## config.mk

```make
export PLATFORM = sky130hd
export DESIGN_NAME = wb_mem_arbiter_flat
export DESIGN_NICKNAME = d
export VERILOG_FILES = /design/src/rtl/wb_arb_pkg.sv /design/src/rtl/wb_if.sv /design/src/rtl/wb_arb_watchdog.sv /design/src/rtl/wb_mem_arbiter.sv /design/src/flat_wrapper.sv
export SDC_FILE = /design/constraint.sdc
export NUM_CORES = 1
export LEC_CHECK = 0
export CAP_MARGIN = 5
export CORE_AREA = 4 4 129 131
export DETAILED_ROUTE_END_ITERATION = 12
export DIE_AREA = 0 0 133 135
export DONT_BUFFER_PORTS = 1
export RECOVER_POWER = 50
export SETUP_SLACK_MARGIN = 0.15
export SLEW_MARGIN = 5
export SYNTH_ARGS = -nofsm -noshare
export SYNTH_HDL_FRONTEND = slang
export SYNTH_HIERARCHICAL = 1
export SYNTH_SLANG_ARGS = --single-unit
```

## constraint.sdc

```tcl
create_clock -name wb_clk -period 2.55 [get_ports wb_clk]
set_input_delay 0.1275 -clock wb_clk [delete_from_list [all_inputs] [get_ports wb_clk]]
set_output_delay 0.1275 -clock wb_clk [all_outputs]
set_load 0.05 [all_outputs]
```

## src/rtl/wb_arb_pkg.sv

```systemverilog
// Shared types and constants for the two-way Wishbone memory arbiter.
// Requester 0 is the RX DMA, requester 1 is the TX DMA.
package wb_arb_pkg;

    typedef enum logic [1:0] {
        IDLE  = 2'd0,
        BUS   = 2'd1,
        ABORT = 2'd2
    } arb_state_e;

    localparam logic [2:0] CTI_CLASSIC = 3'b000;
    localparam logic [2:0] CTI_INCR    = 3'b010;
    localparam logic [2:0] CTI_EOB     = 3'b111;

    localparam logic REQ_RX = 1'b0;
    localparam logic REQ_TX = 1'b1;

    // Round-robin pick: a lone requester wins, on contention the one not served last wins.
    function automatic logic pickRequester(input logic cyc0, input logic cyc1, input logic last);
        return (cyc0 && cyc1) ? ~last : ~cyc0;
    endfunction

endpackage

```

## src/rtl/wb_if.sv

```systemverilog
// Wishbone B4 bus bundle; master drives the request, slave returns the response.
interface wb_if #(
    parameter int AW = 32,
    parameter int DW = 32
) ();

    logic [AW-1:0]   adr;
    logic [DW/8-1:0] sel;
    logic            we;
    logic [DW-1:0]   wdat;
    logic            cyc;
    logic            stb;
    logic [2:0]      cti;
    logic [1:0]      bte;
    logic [DW-1:0]   rdat;
    logic            ack;
    logic            err;

    modport master (
        output adr, sel, we, wdat, cyc, stb, cti, bte,
        input  rdat, ack, err
    );

    modport slave (
        input  adr, sel, we, wdat, cyc, stb, cti, bte,
        output rdat, ack, err
    );

endinterface

```

## src/rtl/wb_arb_watchdog.sv

```systemverilog
// Counts consecutive stalled strobe cycles and flags the cycle in which
// the stall reaches TIMEOUT cycles.
module wb_arb_watchdog #(
    parameter int TIMEOUT = 256
) (
    input  logic wb_clk,
    input  logic wb_rst,
    input  logic run_i,
    input  logic clr_i,
    output logic expired_o
);

    localparam logic [15:0] LIMIT = 16'(TIMEOUT - 1);

    logic [15:0] cnt_q;
    logic [15:0] cnt_d;

    always_comb begin
        cnt_d = cnt_q;
        if (clr_i) begin
            cnt_d = '0;
        end else if (run_i) begin
            cnt_d = cnt_q + 16'd1;
        end
    end

    always_ff @(posedge wb_clk or posedge wb_rst) begin
        if (wb_rst) begin
            cnt_q <= '0;
        end else begin
            cnt_q <= cnt_d;
        end
    end

    assign expired_o = run_i && (cnt_q == LIMIT);

endmodule

```

## src/rtl/wb_mem_arbiter.sv

```systemverilog
// Round-robin arbiter sharing the memory Wishbone port between RX DMA (r0)
// and TX DMA (r1), holding the grant for a whole cyc and aborting stalled transfers.
module wb_mem_arbiter
    import wb_arb_pkg::*;
#(
    parameter int AW      = 32,
    parameter int DW      = 32,
    parameter int TIMEOUT = 256
) (
    input  logic       wb_clk,
    input  logic       wb_rst,
    wb_if.slave        r0,
    wb_if.slave        r1,
    wb_if.master       m_wb,
    output logic [1:0] gnt_o,
    output logic       timeout_o
);

    arb_state_e state_q;
    logic [1:0] gnt_q;
    logic       last_q;
    logic       timeoutPulse_q;

    logic            inBus;
    logic            grantTx;
    logic            grantCyc;
    logic            pickTx;
    logic [AW-1:0]   selAdr;
    logic [DW-1:0]   selDat;
    logic [DW/8-1:0] selSel;
    logic            respAck;
    logic            respErr;
    logic            wdRun;
    logic            wdClr;
    logic            wdExpired;

    assign inBus    = (state_q == BUS);
    assign grantTx  = gnt_q[1];
    assign grantCyc = grantTx ? r1.cyc : r0.cyc;
    assign pickTx   = pickRequester(r0.cyc, r1.cyc, last_q);

    // Request path: only a live BUS state reaches memory; IDLE and ABORT present an idle bus.
    assign selAdr = grantTx ? r1.adr  : r0.adr;
    assign selDat = grantTx ? r1.wdat : r0.wdat;
    assign selSel = grantTx ? r1.sel  : r0.sel;

    assign m_wb.adr  = inBus ? selAdr : '0;
    assign m_wb.wdat = inBus ? selDat : '0;
    assign m_wb.sel  = inBus ? selSel : '0;
    assign m_wb.we   = inBus && (grantTx ? r1.we  : r0.we);
    assign m_wb.cyc  = inBus && grantCyc;
    assign m_wb.stb  = inBus && (grantTx ? r1.stb : r0.stb);
    assign m_wb.cti  = inBus ? (grantTx ? r1.cti : r0.cti) : CTI_CLASSIC;
    assign m_wb.bte  = inBus ? (grantTx ? r1.bte : r0.bte) : 2'b00;

    // Error wins over a simultaneous ack; late responses outside BUS are dropped.
    assign respAck = inBus && m_wb.ack && !m_wb.err;
    assign respErr = inBus && m_wb.err;

    assign r0.rdat = m_wb.rdat;
    assign r1.rdat = m_wb.rdat;
    assign r0.ack  = respAck && gnt_q[0];
    assign r1.ack  = respAck && gnt_q[1];
    assign r0.err  = (respErr || timeoutPulse_q) && gnt_q[0];
    assign r1.err  = (respErr || timeoutPulse_q) && gnt_q[1];

    assign gnt_o     = gnt_q;
    assign timeout_o = timeoutPulse_q;

    assign wdRun = inBus && m_wb.stb && !m_wb.ack && !m_wb.err;
    assign wdClr = !wdRun;

    wb_arb_watchdog #(
        .TIMEOUT (TIMEOUT)
    ) u_watchdog (
        .wb_clk    (wb_clk),
        .wb_rst    (wb_rst),
        .run_i     (wdRun),
        .clr_i     (wdClr),
        .expired_o (wdExpired)
    );

    // Owner tracking; a released owner always passes through IDLE so the bus idles one cycle.
    always_ff @(posedge wb_clk or posedge wb_rst) begin
        if (wb_rst) begin
            state_q        <= IDLE;
            gnt_q          <= 2'b00;
            last_q         <= REQ_TX;
            timeoutPulse_q <= 1'b0;
        end else begin
            timeoutPulse_q <= 1'b0;
            case (state_q)
                IDLE: begin
                    if (r0.cyc || r1.cyc) begin
                        state_q <= BUS;
                        gnt_q   <= pickTx ? 2'b10 : 2'b01;
                        last_q  <= pickTx;
                    end
                end
                BUS: begin
                    if (!grantCyc) begin
                        state_q <= IDLE;
                        gnt_q   <= 2'b00;
                    end else if (wdExpired) begin
                        state_q        <= ABORT;
                        timeoutPulse_q <= 1'b1;
                    end
                end
                ABORT: begin
                    if (!grantCyc) begin
                        state_q <= IDLE;
                        gnt_q   <= 2'b00;
                    end
                end
                default: begin
                    state_q <= IDLE;
                    gnt_q   <= 2'b00;
                end
            endcase
        end
    end

endmodule

```

## src/flat_wrapper.sv

```systemverilog
// flat-port wrapper written by rule: the top's interface ports become plain ports
module wb_mem_arbiter_flat import wb_arb_pkg::*;
#(
    parameter int AW      = 32,
    parameter int DW      = 32,
    parameter int TIMEOUT = 256
)
  (wb_clk, wb_rst, gnt_o, timeout_o, r0_adr, r0_sel, r0_we, r0_wdat, r0_cyc, r0_stb, r0_cti, r0_bte, r0_rdat, r0_ack, r0_err, r1_adr, r1_sel, r1_we, r1_wdat, r1_cyc, r1_stb, r1_cti, r1_bte, r1_rdat, r1_ack, r1_err, m_wb_adr, m_wb_sel, m_wb_we, m_wb_wdat, m_wb_cyc, m_wb_stb, m_wb_cti, m_wb_bte, m_wb_rdat, m_wb_ack, m_wb_err);
  wb_if #(.AW(AW), .DW(DW)) r0_i ();
  wb_if #(.AW(AW), .DW(DW)) r1_i ();
  wb_if #(.AW(AW), .DW(DW)) m_wb_i ();
  input  logic wb_clk;
  input  logic wb_rst;
  output logic [1:0] gnt_o;
  output logic timeout_o;
  input wire logic [$bits(r0_i.adr)-1:0] r0_adr;
  input wire logic [$bits(r0_i.sel)-1:0] r0_sel;
  input wire logic [$bits(r0_i.we)-1:0] r0_we;
  input wire logic [$bits(r0_i.wdat)-1:0] r0_wdat;
  input wire logic [$bits(r0_i.cyc)-1:0] r0_cyc;
  input wire logic [$bits(r0_i.stb)-1:0] r0_stb;
  input wire logic [$bits(r0_i.cti)-1:0] r0_cti;
  input wire logic [$bits(r0_i.bte)-1:0] r0_bte;
  output wire logic [$bits(r0_i.rdat)-1:0] r0_rdat;
  output wire logic [$bits(r0_i.ack)-1:0] r0_ack;
  output wire logic [$bits(r0_i.err)-1:0] r0_err;
  input wire logic [$bits(r1_i.adr)-1:0] r1_adr;
  input wire logic [$bits(r1_i.sel)-1:0] r1_sel;
  input wire logic [$bits(r1_i.we)-1:0] r1_we;
  input wire logic [$bits(r1_i.wdat)-1:0] r1_wdat;
  input wire logic [$bits(r1_i.cyc)-1:0] r1_cyc;
  input wire logic [$bits(r1_i.stb)-1:0] r1_stb;
  input wire logic [$bits(r1_i.cti)-1:0] r1_cti;
  input wire logic [$bits(r1_i.bte)-1:0] r1_bte;
  output wire logic [$bits(r1_i.rdat)-1:0] r1_rdat;
  output wire logic [$bits(r1_i.ack)-1:0] r1_ack;
  output wire logic [$bits(r1_i.err)-1:0] r1_err;
  output wire logic [$bits(m_wb_i.adr)-1:0] m_wb_adr;
  output wire logic [$bits(m_wb_i.sel)-1:0] m_wb_sel;
  output wire logic [$bits(m_wb_i.we)-1:0] m_wb_we;
  output wire logic [$bits(m_wb_i.wdat)-1:0] m_wb_wdat;
  output wire logic [$bits(m_wb_i.cyc)-1:0] m_wb_cyc;
  output wire logic [$bits(m_wb_i.stb)-1:0] m_wb_stb;
  output wire logic [$bits(m_wb_i.cti)-1:0] m_wb_cti;
  output wire logic [$bits(m_wb_i.bte)-1:0] m_wb_bte;
  input wire logic [$bits(m_wb_i.rdat)-1:0] m_wb_rdat;
  input wire logic [$bits(m_wb_i.ack)-1:0] m_wb_ack;
  input wire logic [$bits(m_wb_i.err)-1:0] m_wb_err;
  assign r0_i.adr = r0_adr;
  assign r0_i.sel = r0_sel;
  assign r0_i.we = r0_we;
  assign r0_i.wdat = r0_wdat;
  assign r0_i.cyc = r0_cyc;
  assign r0_i.stb = r0_stb;
  assign r0_i.cti = r0_cti;
  assign r0_i.bte = r0_bte;
  assign r0_rdat = r0_i.rdat;
  assign r0_ack = r0_i.ack;
  assign r0_err = r0_i.err;
  assign r1_i.adr = r1_adr;
  assign r1_i.sel = r1_sel;
  assign r1_i.we = r1_we;
  assign r1_i.wdat = r1_wdat;
  assign r1_i.cyc = r1_cyc;
  assign r1_i.stb = r1_stb;
  assign r1_i.cti = r1_cti;
  assign r1_i.bte = r1_bte;
  assign r1_rdat = r1_i.rdat;
  assign r1_ack = r1_i.ack;
  assign r1_err = r1_i.err;
  assign m_wb_adr = m_wb_i.adr;
  assign m_wb_sel = m_wb_i.sel;
  assign m_wb_we = m_wb_i.we;
  assign m_wb_wdat = m_wb_i.wdat;
  assign m_wb_cyc = m_wb_i.cyc;
  assign m_wb_stb = m_wb_i.stb;
  assign m_wb_cti = m_wb_i.cti;
  assign m_wb_bte = m_wb_i.bte;
  assign m_wb_i.rdat = m_wb_rdat;
  assign m_wb_i.ack = m_wb_ack;
  assign m_wb_i.err = m_wb_err;
  wb_mem_arbiter #(.AW(AW), .DW(DW), .TIMEOUT(TIMEOUT)) u_core (.wb_clk(wb_clk), .wb_rst(wb_rst), .r0(r0_i), .r1(r1_i), .m_wb(m_wb_i), .gnt_o(gnt_o), .timeout_o(timeout_o));
endmodule
```

==> metrics.txt <==
CTS clock-pin slew for the worst setup and hold paths=about 0.06 ns; Layout Skew=0.00153 ns; setup TNS=0 ns; Least-Margin Pin Slew=0.645 ns; I/O Buffers=0; max_cap viols=0; Num CTS Buffers=3; P_sw=between 2 and 3 mW; min Tclk post-route=about 2.4 ns; power share of the clock group=approximately 8.7%; first-pass GRT wire length=15,000 um; vias per cell=~4.3; Vias=roughly 2.5k; core region area=0.0156 mm^2; Power Density=1410 mW/mm^2; part of the power in registers=8.9%; register area share after synthesis=~18%; worst setup slack after layout=about 0.16 ns; Final nets=approximately 570; CP Launch Type=flop; Root Buffer=clkbuf_16; Pwr Total=~5 mW; routed wl met3=1050 um; total grt overflow=0; overall routing resource usage=around a tenth; gpl congestion=about 0.74; vias in the first global route=approximately 2.5k; Pleak=between 1 and 1.5 nW; DRC=0; FF+latch count, synth=22; Clock Path Buffers=2; Detailed Route WL=around 10,000 um; met1 wire length=4190 um; CTS H-Tree Depth=1; post-route ant nets=0; CP endpoint kind=flop; yosys warns=6; Mapped Nets=560; largest net degree at the start of global routing=81; CTS Sinks=22; status=complete, no violations; fin crit share=a little over nine tenths; Hold WS=approximately 0.046 ns; WL met2=5200 um; Initial Utilization=roughly 20%; Clk Latency, worst-skew pair=between 0.2 and 0.3 ns; CP Class=flop to flop; switching share of power=between 50% and 60%; top routing layer used=met5; violation count after the first detailed-route iteration=150; RSZ-0062 raised after global routing=yes; die area=0.0180 mm^2; # placed instances=a little under 600; Area growth syn-to-layout=15.3%; pre-CTS setup slack=approximately 0.22 ns; Critical Path Fanout Max=7; Final Hold Viols=0; die width=133 um; Peak VDD IR=between 700 and 800 uV; Max Clock Freq=approximately 0.42 GHz; die height=between 100 and 150 um; setup violators final=0; layout cells sized above 1=roughly 28%; HP Class=input pin to flop; Inserted Diodes=0; Mapped Cells=368; P_int=roughly 2.0 mW; CP Data Required Time=~2.7 ns; Avg Inst Size Synth=~8.4 um^2; R2R setup slack=0.16 ns; io pins=~340; DP HPWL=about 9000 um; Synth Cell Area=just over 0.003 mm^2; Non-Filler Instances=591; CTS tree=done; initial antenna violation count=1; DR pass1 iterations=4; Combinational Power Share=just over 80%; Final Max Slew Viols=0; Yosys cell types=45; num rows=46; CP Data Arrival Time=~2.5 ns; WL per Instance=between 15 and 20 um; Rel. slew slack=between 50% and 60%
[worst max-delay path, stage by stage (launching register included)]
cell and delay (ns):
dfrtp_4 0.47, mux2_1 0.21, nand2_2 0.06, or3_4 0.39, inv_6 0.07, clkbuf_1 0.23
o2111ai_2 0.24, nor4_2 0.37, xnor2_1 0.16, nor2_1 0.06
[power by group through the flow]
stage               sequential, mW  clock [mW]  combinational, mW
detailed placement           0.456           0               4.11
finish                       0.445       0.438               4.13
global route                 0.450       0.458               4.32
CTS                          0.450       0.444               4.12
floorplan                    0.464           0               3.49
global placement             0.452           0               4.05
[cells in the final DEF, fill, tap and decap left out, drive strengths merged]
master / netlist / routed
nor4: 5 / 5
a31oi: 1 / 1
nor2: 16 / 16
o31ai: 1 / 1
a22o: 1 / 1
bufinv: 0 / 1
mux2i: 75 / 75
ha: 4 / 4
nand2: 10 / 10
dlygate4sd3: 0 / 3
nand2b: 1 / 1
xor2: 3 / 3
nand3: 3 / 3
dfrtp: 21 / 21
or3: 4 / 4
nand4: 4 / 4
o2bb2ai: 1 / 1
and2: 2 / 2
nor3: 5 / 5
buf: 77 / 85
a21oi: 9 / 9
a32o: 1 / 1
dfstp: 1 / 1
clkbuf: 9 / 4
mux2: 1 / 1
inv: 12 / 12
a31o: 2 / 2
o2111ai: 1 / 1
a21o: 1 / 1
o21ai: 6 / 6
xnor2: 7 / 7
and3: 2 / 2
nor2b: 76 / 76
o211ai: 3 / 3
nor3b: 1 / 1
or4: 2 / 2
[per-layer routing]
layer | vias to the layer above | track usage (%)
met2 | 153 | 17.7
met3 | 2 | 4.40
met1 | 1178 | 12.8
met4 | 2 | 0.577
li1 | 1188 | -
met5 | - | 0
[flip-flops by register name, summed over array words and instances (netlist names)]
signal                   count
u_core/gnt_o                 2
u_core/last_q                1
u_core/state_q               2
u_core/timeout_o             1
u_core/u_watchdog/cnt_q     16
[Yosys cell counts (all sizes together)]
library cell  number  area (um^2)
buf               77          582
nor2b             76          475
mux2i             75          751
dfrtp             21          526
nor2              16         60.1
inv               12         45.0
nand2             10         37.5
a21oi              9         45.0
clkbuf             9         35.0
xnor2              7         61.3
o21ai              6         30.0
nor3               5         25.0
nor4               5         58.8
ha                 4         50.1
nand4              4         40.0
or3                4         30.0
nand3              3         15.0
o211ai             3         27.5
xor2               3         26.3
a31o               2         17.5
and2               2         12.5
and3               2         12.5
or4                2         15.0
a21o               1         7.51
a22o               1         8.76
a31oi              1         6.26
a32o               1         10.0
dfstp              1         26.3
mux2               1         11.3
nand2b             1         6.26
nor3b              1         7.51
o2111ai            1         15.0
o2bb2ai            1         8.76
o31ai              1         7.51
[worst paths after layout]
kind / start / end / depth (start not counted)
max: u_core/gnt_o[1] / u_core/u_watchdog/cnt_q[14] / 9
min: r1_cyc / u_core/last_q / 2
max reg2reg: u_core/gnt_o[1] / u_core/u_watchdog/cnt_q[14] / 9
min reg2reg: u_core/last_q / u_core/last_q / 2
max in group asynchronous: wb_rst / u_core/u_watchdog/cnt_q[13] / 2
min in group asynchronous: wb_rst / u_core/state_q[1] / 2
[cell families (layout without fill, tap and decap cells)]
group	after synthesis	in the layout	share of synthesized area [%]
simple gates	131	131	25.7
buf+inv	98	105	21.4
mux	76	76	24.6
compound gates	27	27	5.95
flops	22	22	17.8
xor+xnor	10	10	2.83
fa+ha+maj	4	4	1.62
[repair_timing]
| action | CTS | global route |
|---|---|---|
| setup endpoints to repair | 0 | 4 |
| endpoints found under the hold margin | 24 | 0 |
| setup buffers | 0 | 5 |
| hold buffers | 3 | 0 |
| resized for setup | 0 | 6 |
[through the flow]
stage,instance area (um^2),utilization (%)
CTS,3520,22.6
global placement,3380,21.7
global route,3570,22.9
floorplan,3100,-
finish,3570,22.9
detailed placement,3380,21.7
[layout make-up]
class | count | area (um^2)
fillers | 1683 | 12000
multi-input cells | 248 | 1900
repair buffers | 89 | 684
flip-flops and latches | 22 | 556
well taps | 216 | 270
clock buffers | 3 | 75.1
inverters | 12 | 50.0
clock inverters | 1 | 30.0
(Power assumes the default switching activity.)
